### src/rtl/pc_sequencer_pkg.sv
// pc_sequencer_pkg: shared pc_en codes, opcodes, condition codes, flag indices and FSM states for pc_sequencer
package pc_sequencer_pkg;
  localparam logic [1:0] PC_HOLD = 2'b00, PC_INC = 2'b01, PC_LOAD = 2'b10, PC_REL = 2'b11;
  localparam logic [3:0] OP_BCOND = 4'b1100, OP_JCOND = 4'b0100, JSUB_COND = 4'b1100;
  localparam logic [3:0] CC_EQ = 4'h0, CC_NE = 4'h1, CC_CS = 4'h2, CC_CC = 4'h3;
  localparam logic [3:0] CC_HI = 4'h4, CC_LS = 4'h5, CC_GT = 4'h6, CC_LE = 4'h7;
  localparam logic [3:0] CC_FS = 4'h8, CC_FC = 4'h9, CC_LO = 4'ha, CC_HS = 4'hb;
  localparam logic [3:0] CC_LT = 4'hc, CC_GE = 4'hd, CC_UC = 4'he, CC_NV = 4'hf;
  localparam int F_C = 4, F_L = 3, F_F = 2, F_Z = 1, F_N = 0;
  localparam logic [2:0] S_FETCH = 3'd0, S_DECODE = 3'd1, S_EXEC = 3'd2, S_REGRD = 3'd3;
  localparam logic [2:0] S_RESOLVE = 3'd4, S_UPDATE = 3'd5, S_HALT = 3'd6;
endpackage

### src/rtl/pc_sequencer_if.sv
// pc_sequencer_if: pc counter, instruction memory, register read and execute signals of pc_sequencer
interface pc_sequencer_if #(parameter int ADDR_W = 16, parameter int DATA_W = 16);
  logic [ADDR_W-1:0] pc;
  logic [1:0] pc_en;
  logic [ADDR_W-1:0] pc_newAdr;
  logic [ADDR_W-1:0] pc_imm;
  logic imem_req;
  logic [ADDR_W-1:0] imem_addr;
  logic imem_ack;
  logic [DATA_W-1:0] imem_data;
  logic [3:0] rf_raddr;
  logic [DATA_W-1:0] rf_rdata;
  logic [4:0] flags;
  logic ex_valid;
  logic [DATA_W-1:0] ex_instr;
  logic ex_ready;
  modport master (
    input pc, imem_ack, imem_data, rf_rdata, flags, ex_ready,
    output pc_en, pc_newAdr, pc_imm, imem_req, imem_addr, rf_raddr, ex_valid, ex_instr
  );
  modport slave (
    output pc, imem_ack, imem_data, rf_rdata, flags, ex_ready,
    input pc_en, pc_newAdr, pc_imm, imem_req, imem_addr, rf_raddr, ex_valid, ex_instr
  );
endinterface

### src/rtl/pc_sequencer_cond_eval.sv
// cond_eval: branch condition code against {C,L,F,Z,N} flags -> taken
module cond_eval
  import pc_sequencer_pkg::*;
(
  input  logic [3:0] cond,
  input  logic [4:0] flags,
  output logic       taken
);
  logic c, l, f, z, n;
  logic [15:0] t;
  assign c = flags[F_C];
  assign l = flags[F_L];
  assign f = flags[F_F];
  assign z = flags[F_Z];
  assign n = flags[F_N];
  assign t = {1'b0, 1'b1, n | z, !n & !z, l | z, !l & !z, !f, f, !n, n, !l, l, !c, c, !z, z};
  assign taken = t[cond];
endmodule

### src/rtl/pc_sequencer.sv
// pc_sequencer: fetch/decode/branch sequencer driving the pc update code; PCSEQ_SINGLE_STEP_EN adds a step-gated HALT state
module pc_sequencer
  import pc_sequencer_pkg::*;
#(
  parameter int ADDR_W = 16,
  parameter int DATA_W = 16
) (
  input logic clk,
  input logic reset,
  input logic step,
  pc_sequencer_if.master bus
);
  logic [2:0] state;
  logic req;
  logic [DATA_W-1:0] ir;
  logic [1:0] code;
  logic [ADDR_W-1:0] new_adr, imm, target;
  logic is_b, is_j, taken;
  assign is_b = ir[15:12] == OP_BCOND;
  assign is_j = ir[15:12] == OP_JCOND && ir[7:4] == JSUB_COND;
  cond_eval u_cond (.cond(ir[11:8]), .flags(bus.flags), .taken(taken));
  assign bus.imem_req = req;
  assign bus.imem_addr = bus.pc;
  assign bus.pc_en = state == S_UPDATE ? code : PC_HOLD;
  assign bus.pc_newAdr = new_adr;
  assign bus.pc_imm = imm;
  assign bus.rf_raddr = ir[3:0];
  assign bus.ex_valid = state == S_EXEC;
  assign bus.ex_instr = ir;
`ifndef PCSEQ_SINGLE_STEP_EN
  logic unused_step;
  assign unused_step = step;
`endif
  always_ff @(posedge clk or negedge reset) begin
    if (!reset) begin
      state <= S_FETCH;
      req <= 1'b0;
      ir <= '0;
      code <= PC_HOLD;
      new_adr <= '0;
      imm <= '0;
      target <= '0;
    end else begin
      case (state)
        S_FETCH:
          if (req && bus.imem_ack) begin
            req <= 1'b0;
            ir <= bus.imem_data;
            state <= S_DECODE;
          end else req <= 1'b1;
        S_DECODE: state <= is_b ? S_RESOLVE : is_j ? S_REGRD : S_EXEC;
        S_EXEC:
          if (bus.ex_ready) begin
            code <= PC_INC;
            state <= S_UPDATE;
          end
        S_REGRD: begin
          target <= bus.rf_rdata[ADDR_W-1:0];
          state <= S_RESOLVE;
        end
        S_RESOLVE: begin
          code <= !taken ? PC_INC : is_b ? PC_REL : PC_LOAD;
          if (taken && is_b) imm <= {{(ADDR_W-8){ir[7]}}, ir[7:0]};
          if (taken && !is_b) new_adr <= target;
          state <= S_UPDATE;
        end
`ifdef PCSEQ_SINGLE_STEP_EN
        S_UPDATE: state <= S_HALT;
        S_HALT:
          if (step) begin
            req <= 1'b1;
            state <= S_FETCH;
          end
`else
        S_UPDATE: begin
          req <= 1'b1;
          state <= S_FETCH;
        end
`endif
        default: state <= S_FETCH;
      endcase
    end
  end
endmodule

### src/flat_wrapper.sv
// flat-port wrapper written by rule: the top's interface ports become plain ports
module pc_sequencer_flat import pc_sequencer_pkg::*;
#(
  parameter int ADDR_W = 16,
  parameter int DATA_W = 16
)
  (clk, reset, step, bus_pc, bus_imem_ack, bus_imem_data, bus_rf_rdata, bus_flags, bus_ex_ready, bus_pc_en, bus_pc_newAdr, bus_pc_imm, bus_imem_req, bus_imem_addr, bus_rf_raddr, bus_ex_valid, bus_ex_instr);
  pc_sequencer_if #(.ADDR_W(ADDR_W), .DATA_W(DATA_W)) bus_i ();
  input logic clk;
  input logic reset;
  input logic step;
  input wire logic [$bits(bus_i.pc)-1:0] bus_pc;
  input wire logic [$bits(bus_i.imem_ack)-1:0] bus_imem_ack;
  input wire logic [$bits(bus_i.imem_data)-1:0] bus_imem_data;
  input wire logic [$bits(bus_i.rf_rdata)-1:0] bus_rf_rdata;
  input wire logic [$bits(bus_i.flags)-1:0] bus_flags;
  input wire logic [$bits(bus_i.ex_ready)-1:0] bus_ex_ready;
  output wire logic [$bits(bus_i.pc_en)-1:0] bus_pc_en;
  output wire logic [$bits(bus_i.pc_newAdr)-1:0] bus_pc_newAdr;
  output wire logic [$bits(bus_i.pc_imm)-1:0] bus_pc_imm;
  output wire logic [$bits(bus_i.imem_req)-1:0] bus_imem_req;
  output wire logic [$bits(bus_i.imem_addr)-1:0] bus_imem_addr;
  output wire logic [$bits(bus_i.rf_raddr)-1:0] bus_rf_raddr;
  output wire logic [$bits(bus_i.ex_valid)-1:0] bus_ex_valid;
  output wire logic [$bits(bus_i.ex_instr)-1:0] bus_ex_instr;
  assign bus_i.pc = bus_pc;
  assign bus_i.imem_ack = bus_imem_ack;
  assign bus_i.imem_data = bus_imem_data;
  assign bus_i.rf_rdata = bus_rf_rdata;
  assign bus_i.flags = bus_flags;
  assign bus_i.ex_ready = bus_ex_ready;
  assign bus_pc_en = bus_i.pc_en;
  assign bus_pc_newAdr = bus_i.pc_newAdr;
  assign bus_pc_imm = bus_i.pc_imm;
  assign bus_imem_req = bus_i.imem_req;
  assign bus_imem_addr = bus_i.imem_addr;
  assign bus_rf_raddr = bus_i.rf_raddr;
  assign bus_ex_valid = bus_i.ex_valid;
  assign bus_ex_instr = bus_i.ex_instr;
  pc_sequencer #(.ADDR_W(ADDR_W), .DATA_W(DATA_W)) u_core (.clk(clk), .reset(reset), .step(step), .bus(bus_i));
endmodule
### config.mk
export PLATFORM = sky130hd
export DESIGN_NAME = pc_sequencer_flat
export DESIGN_NICKNAME = d
export VERILOG_FILES = /design/src/rtl/pc_sequencer_pkg.sv /design/src/rtl/pc_sequencer_if.sv /design/src/rtl/pc_sequencer_cond_eval.sv /design/src/rtl/pc_sequencer.sv /design/src/flat_wrapper.sv
export SDC_FILE = /design/constraint.sdc
export NUM_CORES = 1
export LEC_CHECK = 0
export ABC_CLOCK_PERIOD_IN_PS = 2600
export CORE_MARGIN = 2
export CORE_UTILIZATION = 58
export CTS_CLUSTER_DIAMETER = 50
export DETAILED_ROUTE_END_ITERATION = 8
export DONT_BUFFER_PORTS = 1
export GPL_TIMING_DRIVEN = 0
export PLACE_DENSITY_LB_ADDON = 0.3
export SETUP_SLACK_MARGIN = 0.4
export SLEW_MARGIN = 20
export SYNTH_ARGS = -nofsm -noshare
export SYNTH_HDL_FRONTEND = slang
export SYNTH_SLANG_ARGS = --single-unit
export TNS_END_PERCENT = 1
### constraint.sdc
create_clock -name clk -period 2.6 [get_ports clk]
set_clock_uncertainty 0.1 [all_clocks]
set_input_delay 0.39 -clock clk [delete_from_list [all_inputs] [get_ports clk]]
set_output_delay 0.39 -clock clk [all_outputs]
set_load 0.05 [all_outputs]
==> After elaboration in Yosys (flattened, before gate mapping) <==
Index checks and enable logic that the tools add are counted.
{ "op_classes": {"n_addsub": 0, "multipliers": 0, "div": 0, "order_cmp": 1, "eq_ne": 10, "shift": 0, "mux": 14, "bitwise": 4, "reduce_logical": 18} }
{ "ops": {"columns": ["cell", "count"], "rows": [
  ["case mux 3 bit (5 select lines)", 1],
  ["AND reduction 2 bit", 5],
  ["two-way mux 3 bit", 3],
  ["equality test 4 bit, second input constant", 2],
  ["equality test 3 x 2 -> 1 bit, second input constant", 2],
  ["equality test 3 bit, second input constant", 2],
  ["logical NOT 1 bit", 6],
  ["two-way mux 2 bit", 3],
  ["less-than comparator 4 x 5 -> 1 bit, second input constant", 1],
  ["binary-select mux 1 bit (select 4 bit)", 1],
  ["equality test 4 x 3 -> 1 bit, second input constant", 1],
  ["logical AND 1 bit", 4],
  ["two-way mux 1 bit", 4],
  ["case mux 2 bit (2 select lines)", 1],
  ["nonzero test 2 bit", 2],
  ["equality test 3 x 1 -> 1 bit, second input constant", 1],
  ["logical NOT 3 bit", 1],
  ["bitwise AND 1 bit", 2],
  ["inequality test 2 x 1 -> 1 bit, second input constant", 1],
  ["inequality test 2 bit, second input constant", 1],
  ["bitwise OR 1 bit", 2],
  ["case mux 1 bit (2 select lines)", 1]
]} }
{ "word_totals": {"ff_bits": 62, "latchBits": 0, "ram_bits": 0, "mem_bits_ro": 0, "inputBits": 58, "output_inout_bits": 72, "wordCells": 54, "mem_count": 0} }

==> Depth between registers and ports, before layout <==
{ "depth": {"ltp_word": 6, "mapped_depth": 7, "mapped_depth_nobuf": 5} }

==> Cells and area by module <==
A second synthesis with hierarchy kept.
{ "hier_totals": {"hier_cells": 199, "hier_area_um2": 2880.3} }
{ "by_module_without_submodules": {"columns": ["mod", "instances", "cells_per_inst", "area_per_inst_um2"], "rows": [
  ["pc_sequencer", 1, 189, 2805.2],
  ["cond_eval", 1, 10, 75.1]
]} }

==> Least setup slack after synthesis <==
Ideal clock, no wire load.
{ "synth_path": {"path_kind": "register -> register", "start": "register u_core.ir[10] (netlist: u_core.bus.ex_instr[10])", "end": "register u_core.new_adr[10] (netlist: u_core.bus.pc_newAdr[10])", "setup_ns": 0.125, "arrival_ns": 2.327, "path_slack_ns": 0.048, "stages_incl_launch_ff": 7, "path_buffers": 1, "cell_sequence": "dfrtp_1 > mux2i_1 > o21ai_1 > a221oi_4 > mux2i_4 > buf_6 > mux2_4"} }
{ "synth_between": {"elab_chain_cells": 4} }
{ "synth_lines": {"columns": ["item", "line_no", "rtl"], "rows": [
  ["start, declared", "pc_sequencer.sv:15", "logic [DATA_W-1:0] ir;"],
  ["start signal, assigned", "pc_sequencer.sv:48", "ir <= bus.imem_data;"],
  ["binary-select mux 1 bit (select 4 bit)", "pc_sequencer_cond_eval.sv:17", "assign taken = t[cond];"],
  ["two-way mux 1 bit (implied by the code)", "pc_sequencer_cond_eval.sv:17", null],
  ["logical AND 1 bit", "pc_sequencer.sv:64", "if (taken && !is_b) new_adr <= target;"],
  ["AND reduction 2 bit (no source line)", null, null],
  ["end signal, assigned", "pc_sequencer.sv:64", null],
  ["end, declared", "pc_sequencer.sv:17", "logic [ADDR_W-1:0] new_adr, imm, target;"]
]} }
No other way between the ends. The select of a mux whose other input is x is not followed.
A chain may end at the register's enable or synchronous reset.

==> Final worst setup path <==
{ "layout_path": {"start": "register u_core.ir[10] (netlist: u_core.bus.ex_instr[10])", "end": "register u_core.new_adr[7] (netlist: u_core.bus.pc_newAdr[7])"} }
The elaborated chain is that of the path after synthesis.

==> out/qor.csv <==
metric;value;unit
status;complete, no violations;
post-synthesis average cell area;13.46;um2
Final Hold Viols;0;
Warnings, synthesis;0;
net count after synthesis;268;
Least-Margin Pin Slew;689.5;ps
Num CTS Buffers;9;
Area Growth Syn to Fin;14.34;%
Setup WS post-layout;291.1;ps
commonest non-fill, non-tap cell in the layout;dfrtp_1;
hold depth;1;
FF-to-FF path depth;7;
Horiz. Die Dim;73.81;um
worst path required time;2700;ps
clk slew on worst S/H paths;70;ps
WL met1;1973;um
core area;4723;um2
worst-path maximum fanout;10;
WS Path Type;reg -> reg;
Slew Limit Headroom;54.03;%
most frequent cells in the layout;56 x dfrtp_1, 45 x mux2_2, 29 x buf_4;
Die ar.;5448;um2
clock sink count;62;
post-route ant nets;0;
Setup crit start kind;flip-flop;
antenna violations before repair;0;
Total GRT Usage;19.23;%
Initial DRT Pass Iterations;4;
Highest Signal Layer;met4;
Post-synth EDFFs;0;
fillcell total;347;
RSZ-0062 raised after global routing;yes;
wire length on met2;2888;um
Die Y;73.81;um
largest net degree at the start of global routing;63;
Non-Filler Instances;298;
fin crit period;2309;ps
Highest Clock Rate;433.1;MHz
Setup Viol. Count Final;0;
Post-Route WL;5333;um
Yosys reg bits;62;
fin crit share;88.80;%
pre-CTS setup slack;-7.712;ps
n_diodes;0;
# port buffers;0;
num ports;130;
Initial Utilization;59.84;%
nets@finish;285;
Synth async-reset ratio;100.0;%
Critical Path AT;2410;ps
post-synthesis sequential area ratio;54.89;%
worst r2r src;u_core.bus.ex_instr[10]$_DFFE_PN0P_;
dpl hpwl;3881;um
maxcap violations;0;
min-delay src;bus_imem_data[14];
Worst setup EP type;flip-flop;
Worst Hold Class;in -> reg;
vias per inst;5.456;
synthesized instance count;210;
Slew Viols, Final;0;
wire length on met3;428;um
routability cong.;0.7893;
area of the multi-input gates;1050;um2
std cell rows;25;
fin util;68.42;%
post-synth cell types;33;
Clock Path Buffers;2;
FF-to-FF End;u_core.bus.pc_newAdr[7]$_DFFE_PN0P_;
worst skew pair latency;320;ps
end point of the worst hold path;u_core.bus.ex_instr[14]$_DFFE_PN0P_;
Iter 0 DRT Violations;87;
root buf cell;clkbuf_8;
DRC errors left;0;
H-Tree Depth;3;
post-placement cell count;277;
fraction of layout cells with a size suffix above 1;52.38;%
first-pass GRT wire length;7803;um
Main synth FF type;dfrtp_1;
Via Count;1626;
Sequential Area;1559;um2
number of global-route vias before repair;1684;
R2R Setup Slk;290;ps
total grt overflow;0;
mapped cell area;2826;um2
CTS tree;done;
wire per inst;17.90;um
[cells by family after synthesis]
| logic type | count (synthesis) | synth area share, % |
|---|---|---|
| mux | 57 | 24.66 |
| xor+xnor | 1 | 0.3099 |
| buf+inv | 38 | 9.119 |
| compound gates | 17 | 4.117 |
| simple gates | 35 | 6.906 |
| flops | 62 | 54.89 |
[how the worst max path moves through the flow]
stage                                              from                                    to  slack, ps  cells after the start
floorplan           u_core.bus.ex_instr[10]$_DFFE_PN0P_  u_core.bus.pc_newAdr[10]$_DFFE_PN0P_        220                      6
global placement    u_core.bus.ex_instr[14]$_DFFE_PN0P_      u_core.bus.pc_imm[6]$_DFFE_PN0P_         50                      5
detailed placement  u_core.bus.ex_instr[14]$_DFFE_PN0P_      u_core.bus.pc_imm[4]$_DFFE_PN0P_         -8                      5
CTS                 u_core.bus.ex_instr[10]$_DFFE_PN0P_   u_core.bus.pc_newAdr[0]$_DFFE_PN0P_        190                      6
global route        u_core.bus.ex_instr[10]$_DFFE_PN0P_   u_core.bus.pc_newAdr[6]$_DFFE_PN0P_        220                      7
finish              u_core.bus.ex_instr[10]$_DFFE_PN0P_   u_core.bus.pc_newAdr[7]$_DFFE_PN0P_        290                      7
[final cells by class]
cell class	count	area share, %
repair buffers	6	2.710
clock inverters	4	1.471
plain buffers	35	7.782
well taps	67	2.594
inverters	3	0.3484
flip-flops and latches	62	48.24
clock buffers	11	4.375
multi-input cells	110	32.48
[worst max-delay path, cell delays in order (launching register included)]
cell	delay, ps
dfrtp_2	570
mux2i_1	260
o21ai_2	90
a221oi_4	240
buf_6	160
mux2i_4	260
buf_8	190
mux2_4	310
[metrics by stage]
stage | hold slack [ps] | TNS (ps) | cell area, um2
floorplan | -5.591 | 0 | 2835
global placement | -4.368 | 0 | 2919
detailed placement | -4.727 | -15.55 | 2919
CTS | 101.2 | 0 | 3181
global route | 100.3 | 0 | 3232
finish | 111.6 | 0 | 3232
[flip-flops by register name, indices dropped and copies added, names as in the netlist]
| signal | cells |
|---|---|
| u_core.bus.ex_instr | 16 |
| u_core.code | 2 |
| u_core.bus.imem_req | 1 |
| u_core.state | 3 |
| u_core.bus.pc_newAdr | 16 |
| u_core.target | 16 |
| u_core.bus.pc_imm | 8 |
[cell usage after synthesis (2+ instances only)]
cell type / count / area (um2)
o21a_1: 2 / 15.01
mux2_2: 45 / 506.7
nor3_1: 4 / 20.02
and3_1: 2 / 12.51
nor2_1: 2 / 7.510
clkbuf_1: 3 / 11.26
o21ai_0: 6 / 30.03
buf_4: 28 / 210.2
nor2b_1: 4 / 25.02
buf_2: 2 / 10.01
nand3b_1: 2 / 15.01
nor3b_1: 2 / 15.01
mux2_4: 9 / 135.1
inv_1: 3 / 11.26
mux2i_4: 2 / 45.04
nand2_1: 8 / 30.03
nand3_1: 4 / 20.02
or3_1: 2 / 12.51
dfrtp_1: 62 / 1551
a21oi_1: 5 / 25.02
[routing by layer]
metal / global-route usage [%] / vias to the layer above
li1: - / 736
met1: 21.23 / 803
met2: 33.83 / 82
met3: 6.722 / 5
met4: 7.273 / 0
met5: 0 / -
[timing repair]
item / CTS / global route
hold buffers: 2 / 0
buffers inserted: 2 / 2
pin swaps: 1 / 2
gates cloned: 0 / 0
hold endpoints to repair: 62 / 0
resized for setup: 7 / 7
endpoints found under the setup margin: 32 / 44
Power is left out: the tool's default activity adds up to more than one toggle a clock period on the data nets, which glitch-free logic cannot reach.
